===== src/rtl/sprite_position.sv =====
// sprite_position
//   Holds and animates the single sprite's on-screen position.
//   Serial bits from the SPI receiver are collected into per-axis shadow
//   registers; once per frame (frame_tick) a three-state FSM either commits a
//   host-written shadow value or advances the sprite by its velocity,
//   reflecting off the visible-area edges. X is updated one cycle before Y.
//
// Ports
//   clk, reset      : system clock, synchronous active-high reset
//   shift_x/shift_y : one-cycle pulse, shift spi_mosi_sync into x/y shadow
//   spi_mosi_sync   : synchronised SPI data bit
//   frame_tick      : one-cycle pulse at start of vblank
//   move_en         : enable autonomous motion
//   speed[1:0]      : per-frame step minus one (step 1..4)
//   sprite_x/_y     : live position (left / top edge)
//   dir_x/dir_y     : 1 = right/down, 0 = left/up
//   bounce          : one-cycle pulse after an axis reflects
//   busy            : FSM not IDLE
module sprite_position #(
    parameter int unsigned H_ACTIVE  = 640,
    parameter int unsigned V_ACTIVE  = 480,
    parameter int unsigned SPRITE_W  = 48,
    parameter int unsigned SPRITE_H  = 48,
    parameter logic [9:0]  X_DEFAULT = 10'd296,
    parameter logic [9:0]  Y_DEFAULT = 10'd216
) (
    input  logic       clk,
    input  logic       reset,
    input  logic       shift_x,
    input  logic       shift_y,
    input  logic       spi_mosi_sync,
    input  logic       frame_tick,
    input  logic       move_en,
    input  logic [1:0] speed,
    output logic [9:0] sprite_x,
    output logic [9:0] sprite_y,
    output logic       dir_x,
    output logic       dir_y,
    output logic       bounce,
    output logic       busy
);

    localparam logic [10:0] XMAX = 11'(H_ACTIVE - SPRITE_W);
    localparam logic [10:0] YMAX = 11'(V_ACTIVE - SPRITE_H);

    typedef enum logic [1:0] {IDLE, UPD_X, UPD_Y} state_t;

    typedef struct packed {
        logic [9:0] pos;
        logic       dir;
        logic       bnc;
    } step_t;

    state_t     state_q, state_d;
    logic [9:0] x_sh_q, x_sh_d, y_sh_q, y_sh_d;
    logic [9:0] pos_x_q, pos_x_d, pos_y_q, pos_y_d;
    logic       dir_x_q, dir_x_d, dir_y_q, dir_y_d;
    logic       dirty_x_q, dirty_x_d, dirty_y_q, dirty_y_d;
    logic       bounce_q, bounce_d;
    step_t      nx, ny;

    // One motion step on one axis, done in 11 bits so pos+step cannot wrap.
    // A committed position beyond the limit is clamped back by the >= test.
    function automatic step_t move(input logic [9:0] pos, input logic dir,
                                   input logic [1:0] spd, input logic [10:0] lim);
        step_t       r;
        logic [10:0] s, p, sum;
        s     = {9'd0, spd} + 11'd1;
        p     = {1'b0, pos};
        sum   = p + s;
        r.pos = pos;
        r.dir = dir;
        r.bnc = 1'b0;
        if (dir) begin
            if (sum >= lim) begin
                r.pos = lim[9:0];
                r.dir = 1'b0;
                r.bnc = 1'b1;
            end else begin
                r.pos = sum[9:0];
            end
        end else begin
            if (p <= s) begin
                r.pos = 10'd0;
                r.dir = 1'b1;
                r.bnc = 1'b1;
            end else begin
                r.pos = 10'(p - s);
            end
        end
        return r;
    endfunction

    assign nx = move(pos_x_q, dir_x_q, speed, XMAX);
    assign ny = move(pos_y_q, dir_y_q, speed, YMAX);

    always_comb begin
        state_d   = state_q;
        x_sh_d    = x_sh_q;
        y_sh_d    = y_sh_q;
        pos_x_d   = pos_x_q;
        pos_y_d   = pos_y_q;
        dir_x_d   = dir_x_q;
        dir_y_d   = dir_y_q;
        dirty_x_d = dirty_x_q;
        dirty_y_d = dirty_y_q;
        bounce_d  = 1'b0;

        unique case (state_q)
            IDLE: if (frame_tick) state_d = UPD_X;
            UPD_X: begin
                state_d = UPD_Y;
                if (dirty_x_q) begin
                    pos_x_d   = x_sh_q;
                    dirty_x_d = 1'b0;
                end else if (move_en) begin
                    pos_x_d  = nx.pos;
                    dir_x_d  = nx.dir;
                    bounce_d = nx.bnc;
                end
            end
            UPD_Y: begin
                state_d = IDLE;
                if (dirty_y_q) begin
                    pos_y_d   = y_sh_q;
                    dirty_y_d = 1'b0;
                end else if (move_en) begin
                    pos_y_d  = ny.pos;
                    dir_y_d  = ny.dir;
                    bounce_d = ny.bnc;
                end
            end
            default: state_d = IDLE;
        endcase

        // Shifts come last so a set in the commit cycle wins over the clear;
        // the commit above already used the pre-shift shadow value.
        if (shift_x) begin
            x_sh_d    = {x_sh_q[8:0], spi_mosi_sync};
            dirty_x_d = 1'b1;
        end
        if (shift_y) begin
            y_sh_d    = {y_sh_q[8:0], spi_mosi_sync};
            dirty_y_d = 1'b1;
        end
    end

    always_ff @(posedge clk) begin
        if (reset) begin
            state_q   <= IDLE;
            x_sh_q    <= X_DEFAULT;
            y_sh_q    <= Y_DEFAULT;
            pos_x_q   <= X_DEFAULT;
            pos_y_q   <= Y_DEFAULT;
            dir_x_q   <= 1'b1;
            dir_y_q   <= 1'b1;
            dirty_x_q <= 1'b0;
            dirty_y_q <= 1'b0;
            bounce_q  <= 1'b0;
        end else begin
            state_q   <= state_d;
            x_sh_q    <= x_sh_d;
            y_sh_q    <= y_sh_d;
            pos_x_q   <= pos_x_d;
            pos_y_q   <= pos_y_d;
            dir_x_q   <= dir_x_d;
            dir_y_q   <= dir_y_d;
            dirty_x_q <= dirty_x_d;
            dirty_y_q <= dirty_y_d;
            bounce_q  <= bounce_d;
        end
    end

    assign sprite_x = pos_x_q;
    assign sprite_y = pos_y_q;
    assign dir_x    = dir_x_q;
    assign dir_y    = dir_y_q;
    assign bounce   = bounce_q;
    assign busy     = (state_q != IDLE);

endmodule


===== config.mk =====
export PLATFORM = sky130hd
export DESIGN_NAME = sprite_position
export DESIGN_NICKNAME = d
export VERILOG_FILES = /design/src/rtl/sprite_position.sv
export SDC_FILE = /design/constraint.sdc
export NUM_CORES = 1
export LEC_CHECK = 0
export CORE_ASPECT_RATIO = 0.6
export CORE_MARGIN = 1.5
export CORE_UTILIZATION = 40
export DETAILED_ROUTE_END_ITERATION = 12
export PLACE_DENSITY = 0.68
export SKIP_LAST_GASP = 1
export SYNTH_ARGS = -nofsm -noshare
export SYNTH_HDL_FRONTEND = slang
export SYNTH_SLANG_ARGS = --single-unit
export TNS_END_PERCENT = 1

===== constraint.sdc =====
create_clock -name clk -period 5.9 [get_ports clk]
set_input_delay 0.885 -clock clk [delete_from_list [all_inputs] [get_ports clk]]
set_output_delay 0.885 -clock clk [all_outputs]
set_load 0.01 [all_outputs]

==> results.cfg <==
[detailed_routing]
drcViolationCount = 0
drt-wirelength-per-cell_um = 18.1
via_count = 3396
final_antenna_net_count = 0
drt-total-wl_mm = 10.1
avgViaCountPerCell = 6.10
dr.pass1.iters = 5
first_iter_violations = 362

[setup_path]
startpoint_type = input port
crit_family = compound AO/OA/AOI/OAI gates
critical_path_required_ns = 6.07
critical_path.max_stage_delay_ns = 0.49
timing.critical_path.arrival_ns = 4.14
cp-end-kind = flip-flop
critPathSlowestCell = sky130_fd_sc_hd__fa_1
crit_buf_inv = 2
path_cells = clkdlybuf4s50_1 > ha_1 > inv_1 > fa_1 > o21bai_1 > nand4_1 > xor2_1 > o31ai_4 > a31oi_1 > or2_2
critical_path_class = input port to flip-flop
timing.critical_path.fanout_max = 8

[global_route]
grt_pass1_vias = 2995
grt_start_max_net_pins = 28
antenna_found_initial = 0
grt.overflow.total = 0
grt_pass1_wl_mm = 16.3
grt.total_usage_pct = 20.9

[pwr]
vdd_drop_max_mv = 0.154
power.total_mw = 0.961
power_density_nw_per_um2 = 236
leakage_nw = 1.49

[layout]
final_cell_area_um2 = 4070
syn_to_final_growth_pct = 13.8
antennaDiodeCount = 0
layout.nets = 474
ratio_of_cells_with_drive_above_1_in_the_final_layout_pct = 6.29

[clocking]
root_buffer = sky130_fd_sc_hd__clkbuf_16
tritoncts = yes
cts_max_path_buffers = 2
numClockSinks = 47
cts_hold_repair.buffers = 0
cts.repair_timing.setup_buffer_count = 0
clk_latency_ns = 0.28
cts_inserted_buffers = 5
h-tree-depth = 2
cts.reportedPaths.clkPinSlew_ns = 0.06
cts_resized = 0

[synthesis]
postSynthAreaPerCell_um2 = 8.23
synth_flop_cell = sky130_fd_sc_hd__dfxtp_1
synth_most_common_cell = sky130_fd_sc_hd__dfxtp_1
post_synthesis_net_count = 464
yosys_register_bits = 47
synth_cell_type_count = 68
syn-instance-count = 434
synth_top_cells_by_count = sky130_fd_sc_hd__dfxtp_1, sky130_fd_sc_hd__nor2_1, sky130_fd_sc_hd__a21oi_1, sky130_fd_sc_hd__o21ai_0, sky130_fd_sc_hd__inv_1
async_flop_share_pct = 0
synth_area_leaders = sky130_fd_sc_hd__dfxtp_1, sky130_fd_sc_hd__ha_1, sky130_fd_sc_hd__mux2i_1
synthesis.yosys.warnings = 0
yosys.area.top_type_share_pct = 26.3
mappedNetlistArea_um2 = 3570
yosysSeqAreaShare_pct = 26.3
synth_enable_flop_cells = 0
synth.largest_area_cell = sky130_fd_sc_hd__dfxtp_1

[die]
initial_utilization_pct = 41.6
boundaryPins = 33
die_extent_in_x_um = 125
floorplan.rows = 26
design.core.area_um2 = 8590
die_area_um2 = 9530
die_h_um = 76.2

[placed_design]
gp_congestion = 0.912
place_area_um2 = 3910
detailedPlacementHpwl_mm = 7.44
portBuffers = 32

[job]
max-cap-violations = 0

[sta]
tcrit_tclk_final_pct = 67.3
final_hold_viol_count = 0
max_freq_ghz = 0.252
rsz0062_at_grt = false
timing_worst_slew_pin_value_ns = 1.05
max_slew_margin_pct = 29.4
clock_period_minus_final_worst_setup_slack_ns = 3.97
setup-tns-final_ns = 0
final_max_slew_viol_count = 0
setup_viol = 0
clock_skew_ns = 0.00316

[outcome]
outcome = finished clean

[worst_hold_path]
min-delay-path-class = flip-flop to flip-flop
## where the power goes
group	internal (mW)	switching [mW]
logic	0.119	0.152
clock network	0.180	0.120
registers	0.341	0.0496
## worst reg2reg max path: cells and delay by family (launching register included)
| kind | cells | cell delay (ns) |
|---|---|---|
| buf+inv | 1 | 0.08 |
| compound gates | 5 | 1.47 |
| flops | 1 | 0.44 |
| simple gates | 1 | 0.25 |
| fa+ha+maj | 2 | 0.72 |
## placed cells by master, fill, tap and decap left out, types with 4 or more instances in the layout
master	n
sky130_fd_sc_hd__dfxtp_1	47
sky130_fd_sc_hd__nor2_1	37
sky130_fd_sc_hd__clkdlybuf4s50_1	32
sky130_fd_sc_hd__a21oi_1	25
sky130_fd_sc_hd__o21ai_0	23
sky130_fd_sc_hd__inv_1	22
sky130_fd_sc_hd__nand2_1	18
sky130_fd_sc_hd__ha_1	17
sky130_fd_sc_hd__mux2i_1	15
sky130_fd_sc_hd__nor2b_1	14
sky130_fd_sc_hd__a211o_1	11
sky130_fd_sc_hd__a211oi_1	10
sky130_fd_sc_hd__a31oi_1	9
sky130_fd_sc_hd__xnor2_1	8
sky130_fd_sc_hd__nand3_1	7
sky130_fd_sc_hd__nor4_1	7
sky130_fd_sc_hd__nor3_1	7
sky130_fd_sc_hd__and3_1	7
sky130_fd_sc_hd__o211ai_1	7
sky130_fd_sc_hd__xor2_1	7
sky130_fd_sc_hd__or3_1	7
sky130_fd_sc_hd__nand2b_1	6
sky130_fd_sc_hd__o41ai_1	6
sky130_fd_sc_hd__o21bai_1	5
sky130_fd_sc_hd__nand3b_1	5
sky130_fd_sc_hd__nand4_1	5
sky130_fd_sc_hd__a221oi_1	5
sky130_fd_sc_hd__clkbuf_16	5
sky130_fd_sc_hd__or4_1	4
sky130_fd_sc_hd__or2_2	4
sky130_fd_sc_hd__nor3b_1	4
sky130_fd_sc_hd__fa_1	4
## layer usage
metal	routed length (um)	track usage, %
met5	0	0
met1	5260	34.5
met4	29	3.07
met2	3850	27.1
met3	970	4.63
## metrics by stage
stage	util (%)	hold slack (ns)	worst slack, ns	cells
after floorplan	-	0.452	2.55	434
after global placement	45.5	0.479	1.88	549
after detailed placement	45.5	0.493	1.68	549
after CTS	47.3	0.510	1.98	557
after global routing	47.3	0.524	1.74	557
final	47.3	0.507	1.93	557
## cell type report
class / instances / area [um^2]
clock buffers: 7 / 153
clock inverters: 1 / 7.51
fillers: 833 / 4520
inverters: 23 / 86.3
multi-input cells: 333 / 2400
flip-flops and latches: 47 / 941
well taps: 112 / 140
repair buffers: 34 / 335
## sequential cells by signal, indices dropped and copies added, names as in the netlist
signal and flops:
sprite_x 10, sprite_y 10, x_sh_q 10, y_sh_q 10, state_q 2, bounce 1, dir_x 1, dir_y 1
dirty_x_q 1, dirty_y_q 1
## cell families after synthesis
family | Yosys count | share of synthesized area [%]
AOI/OAI and AO/OA | 137 | 28.6
xor gates and xnor gates | 15 | 3.68
DFF | 47 | 26.3
muxes | 17 | 4.83
and+or+nand+nor | 143 | 21.9
adders and majority gates | 21 | 8.20
buffers and inverters | 54 | 6.41
## worst paths after layout
path / start / to / slack (ns) / cells past startpoint
hold reg to reg: x_sh_q[9] / x_sh_q[9] / 0.51 / 2
setup / recovery: speed[0] / dir_y / 1.93 / 10
hold / removal: x_sh_q[9] / x_sh_q[9] / 0.51 / 2
setup reg to reg: sprite_x[0] / sprite_x[8] / 2.86 / 9
Note: power is estimated with default switching activity, not from simulation.
==> patch 1, RTL diff (same flow settings) <==
Add an input register stage for `shift_x`, `shift_y`, `spi_mosi_sync`, `frame_tick`, `move_en` and `speed`; this delays them by one clock. Comments in the files are not updated.
--- a/src/rtl/sprite_position.sv
+++ b/src/rtl/sprite_position.sv
@@ -51,6 +51,22 @@
         logic       bnc;
     } step_t;
 
+    logic shift_x_q;
+    logic shift_y_q;
+    logic spi_mosi_sync_q;
+    logic frame_tick_q;
+    logic move_en_q;
+    logic [1:0] speed_q;
+
+    always_ff @(posedge clk) begin
+        shift_x_q       <= shift_x;
+        shift_y_q       <= shift_y;
+        spi_mosi_sync_q <= spi_mosi_sync;
+        frame_tick_q    <= frame_tick;
+        move_en_q       <= move_en;
+        speed_q         <= speed;
+    end
+
     state_t     state_q, state_d;
     logic [9:0] x_sh_q, x_sh_d, y_sh_q, y_sh_d;
     logic [9:0] pos_x_q, pos_x_d, pos_y_q, pos_y_d;
@@ -91,8 +107,8 @@
         return r;
     endfunction
 
-    assign nx = move(pos_x_q, dir_x_q, speed, XMAX);
-    assign ny = move(pos_y_q, dir_y_q, speed, YMAX);
+    assign nx = move(pos_x_q, dir_x_q, speed_q, XMAX);
+    assign ny = move(pos_y_q, dir_y_q, speed_q, YMAX);
 
     always_comb begin
         state_d   = state_q;
@@ -107,13 +123,13 @@
         bounce_d  = 1'b0;
 
         unique case (state_q)
-            IDLE: if (frame_tick) state_d = UPD_X;
+            IDLE: if (frame_tick_q) state_d = UPD_X;
             UPD_X: begin
                 state_d = UPD_Y;
                 if (dirty_x_q) begin
                     pos_x_d   = x_sh_q;
                     dirty_x_d = 1'b0;
-                end else if (move_en) begin
+                end else if (move_en_q) begin
                     pos_x_d  = nx.pos;
                     dir_x_d  = nx.dir;
                     bounce_d = nx.bnc;
@@ -124,7 +140,7 @@
                 if (dirty_y_q) begin
                     pos_y_d   = y_sh_q;
                     dirty_y_d = 1'b0;
-                end else if (move_en) begin
+                end else if (move_en_q) begin
                     pos_y_d  = ny.pos;
                     dir_y_d  = ny.dir;
                     bounce_d = ny.bnc;
@@ -135,12 +151,12 @@
 
         // Shifts come last so a set in the commit cycle wins over the clear;
         // the commit above already used the pre-shift shadow value.
-        if (shift_x) begin
-            x_sh_d    = {x_sh_q[8:0], spi_mosi_sync};
+        if (shift_x_q) begin
+            x_sh_d    = {x_sh_q[8:0], spi_mosi_sync_q};
             dirty_x_d = 1'b1;
         end
-        if (shift_y) begin
-            y_sh_d    = {y_sh_q[8:0], spi_mosi_sync};
+        if (shift_y_q) begin
+            y_sh_d    = {y_sh_q[8:0], spi_mosi_sync_q};
             dirty_y_d = 1'b1;
         end
     end
Behaviour: not the same (a bounded check fails within 4 cycles, from zero or initial values and one cycle with reset high).
==> patch 1 against the original RTL <==
- critical path depth fell by 1
- power up 7.4%
- register-to-register slack worse by 0.45 ns
- area after synthesis grew 3.5%
- global-route usage increased by 0.91 points
- wire length increased by 4.8%
- first-iteration DRC count rose by 6.9%
- die area rose by 3.4%
- sequential cell count is 7 higher
- setup slack improved by 0.48 ns
- count of clock-buffer cells in the layout is 2 lower
- design area rose by 3.7%
- largest cell class unchanged
- largest power group unchanged
==> patch 1: results <==
status:
  status: "complete, no violations"
global_route:
  grt_pass1_vias: 3136
  grt_max_degree: 37
  track_usage_pct: 21.8
power_and_ir_drop:
  vdd_drop_max_uv: 141
  switching_share_pct: 32.6
  pwr-share-comb_pct: 24.3
  p_leak_nw: 1.60
placement:
  gp_congestion: 0.928
  dp_hpwl_mm: 7.77
  pre_cts_ws_ns: 2.56
synth:
  synth_top_cells_by_area: "dfxtp_1 29%, mux2i_1 6.0%, ha_1 5.8%, nor2_1 5.3%, nand2_1 4.0%"
  synth_compound_area_share_pct: 26.4
  synthTopCellsByCount: "54 x dfxtp_1, 52 x nor2_1, 39 x nand2_1"
  yosysSeqAreaShare_pct: 29.2
  syn_nets: 495
  synthXorXnorAreaFrac_pct: 3.55
  synth_mux_area_share_pct: 6.26
critical_path:
  crit_path_top_delay_cell: "a31oi_1"
  ff2ff_setup_slack_ns: 2.41
  max_stage_delay_ns: 0.94
routing:
  wl_met1_mm: 5.51
  finalWirelength_mm: 10.6
  routed-wl-met3_mm: 1.23
  vias: 3561
  wl_met2_mm: 3.80
  first_iter_violations: 387
cts:
  clkTransAtPathRegs_ns: 0.08
timing:
  min_period_over_period_pct: 59.1
  finClkSkew_ns: 0.00816
finish:
  nFillCells: 851
-- patch 1: layer usage --
metal / global-route usage [%] / up-vias
li1: - / 1712
met1: 36.7 / 1640
met2: 26.1 / 203
met3: 5.72 / 6
met4: 3.98 / 0
met5: 0 / -
-- patch 1: final timing paths --
path | from | endpoint | depth (start not counted)
setup / recovery | speed_q[0] | sprite_y[4] | 9
hold / removal | y_sh_q[5] | y_sh_q[6] | 2
setup reg to reg | speed_q[0] | sprite_y[4] | 9
hold reg to reg | y_sh_q[5] | y_sh_q[6] | 2
-- patch 1: layout make-up --
| cell class | instances | area (um2) | area share [%] |
|---|---|---|---|
| multi-input combinational | 353 | 2380 | 56.4 |
| clock inverter | 3 | 48.8 | 1.16 |
| sequential | 54 | 1080 | 25.7 |
| timing repair buffer | 35 | 343 | 8.14 |
| clock buffer | 5 | 125 | 2.97 |
| inverter | 26 | 97.6 | 2.32 |
| tap | 112 | 140 | 3.33 |
-- patch 1: through the flow --
| stage | power, mW | hold WS, ns | instance area, um2 | util, % | instances |
|---|---|---|---|---|---|
| final | 1.03 | 0.513 | 4210 | 48.2 | 588 |
| after CTS | 1.03 | 0.516 | 4210 | 48.2 | 588 |
| after floorplan | 0.601 | 0.455 | 3700 | - | 465 |
| after global placement | 0.681 | 0.486 | 4040 | 46.2 | 580 |
| after global routing | 1.08 | 0.550 | 4210 | 48.2 | 588 |
| after detailed placement | 0.684 | 0.497 | 4040 | 46.2 | 580 |
-- patch 1: worst register-to-register path, cell delays in order (launching register included) --
cell and delay [ns]:
dfxtp_1 0.36, ha_1 0.21, inv_1 0.08, ha_1 0.52, nor2b_1 0.40, o21ai_0 0.18
a31oi_1 0.94, o21ai_0 0.26, a311oi_1 0.36, a211o_1 0.14
==> patch 2, RTL diff (same settings) <==
Made on the original files. The parameter `H_ACTIVE` goes from 640 to 512.
--- a/src/rtl/sprite_position.sv
+++ b/src/rtl/sprite_position.sv
@@ -17,7 +17,7 @@
 //   bounce          : one-cycle pulse after an axis reflects
 //   busy            : FSM not IDLE
 module sprite_position #(
-    parameter int unsigned H_ACTIVE  = 640,
+    parameter int unsigned H_ACTIVE  = 512,
     parameter int unsigned V_ACTIVE  = 480,
     parameter int unsigned SPRITE_W  = 48,
     parameter int unsigned SPRITE_H  = 48,
Formal check against the unedited RTL: not equivalent (a bounded check fails within 10 cycles, from zero or initial values and one cycle with reset high).
==> patch 2 against the original RTL <==
- combinational power decreased by 7.4%
- sequential share of layout area increased by 0.35 points
- design area decreased by 1.5%
- power decreased by 1.8%
- wire length increased by 0.65%
- clock power increased by 4%
- setup slack got worse by 0.34 ns
- sequential power decreased by 2%
- area after synthesis decreased by 2.1%
- sequential cell count unchanged
- critical path type unchanged
- largest cell class unchanged
==> patch 2: results <==
status:
  status: "complete, no violations"
global_route:
  grt_max_degree: 30
  grt_first_pass_wirelength_mm: 16.1
  track_usage_pct: 22.5
finish:
  nFillCells: 837
  final_nets: 483
  layout-drive-gt1-share_pct: 5.30
power_and_ir_drop:
  vdd_drop_max_uv: 134
  p_leak_nw: 1.53
placement:
  gp_congestion: 0.901
  dp_hpwl_mm: 7.47
synth:
  synthTopCellsByCount: "47 x dfxtp_1, 44 x nor2_1, 33 x a21oi_1"
  syn_nets: 474
  synth.distinct_cells: 65
  yosysSeqAreaShare_pct: 26.9
  synth_top_cells_by_area: "dfxtp_1 27%, ha_1 6.1%, mux2i_1 6.0%, a21oi_1 4.7%, nor2_1 4.7%"
routing:
  first_iter_violations: 341
  finalWirelength_mm: 10.2
  vias_per_cell: 6.02
critical_path:
  max_stage_delay_ns: 0.60
  crit_fanout: 7
  cp_data_arrival_time_ns: 4.48
  r2r_start: "sprite_y[0]"
  ff2ff_setup_slack_ns: 2.49
  crit_path_top_delay_cell: "or4_1"
timing:
  finClkSkew_ns: 0.0100
  timing.slew.headroom_pct: 47.8
-- patch 2: report_power, final --
group	switching, mW	leakage, nW	internal, mW
combinational	0.142	1.07	0.109
sequential	0.0416	0.385	0.340
clock	0.113	0.0769	0.198
-- patch 2: cell type report --
class / instances / area [um2] / area share [%]
Timing Repair Buffer: 35 / 343 / 8.56
Sequential cell: 47 / 941 / 23.5
Inverter: 26 / 97.6 / 2.44
Tap cell: 112 / 140 / 3.50
Multi-Input combinational cell: 338 / 2320 / 58.0
Clock inverter: 1 / 30.0 / 0.750
Clock buffer: 6 / 129 / 3.22
-- patch 2: per-stage QoR --
stage	power, mW	util [%]	cell area (um2)	cells	worst slack [ns]
after CTS	0.941	47.2	4000	565	1.68
final	0.944	47.2	4000	565	1.59
after global placement	0.626	45.3	3840	558	1.54
after global routing	0.988	47.2	4000	565	1.42
after detailed placement	0.631	45.3	3840	558	1.40
after floorplan	0.544	-	3500	444	2.27
-- patch 2: critical path: cells and delay by family --
family | cells | cell delay, ns
adder cells (fa/ha/maj) | 2 | 0.91
buffers and inverters | 2 | 0.61
AO/OA/AOI/OAI | 5 | 1.49
AND/OR/NAND/NOR | 1 | 0.60
-- patch 2: worst min path at each step --
stage                     startpoint     endpoint  slack (ns)  cells after the start
after global placement     x_sh_q[9]  sprite_x[9]        0.47                      2
after detailed placement   x_sh_q[9]  sprite_x[9]        0.48                      2
final                      x_sh_q[9]  sprite_x[9]        0.49                      2
after CTS                  x_sh_q[9]  sprite_x[9]        0.49                      2
after floorplan            x_sh_q[9]  sprite_x[9]        0.45                      2
after global routing       x_sh_q[9]  sprite_x[9]        0.51                      2
-- patch 2: layer usage --
metal	track usage [%]	vias up	routed length (um)
met4	4.34	0	74
li1	-	1635	-
met5	0	-	0
met3	3.29	7	874
met1	37.4	1593	5410
met2	29.5	164	3820
-- patch 2: logic make-up after synthesis --
| family | synth area share, % |
|---|---|
| and+or+nand+nor | 22.0 |
| AOI/OAI and AO/OA | 25.4 |
| buffers and inverters | 6.69 |
| DFF | 26.9 |
| muxes | 6.65 |
| adders and majority gates | 8.37 |
| xor gates and xnor gates | 4.01 |
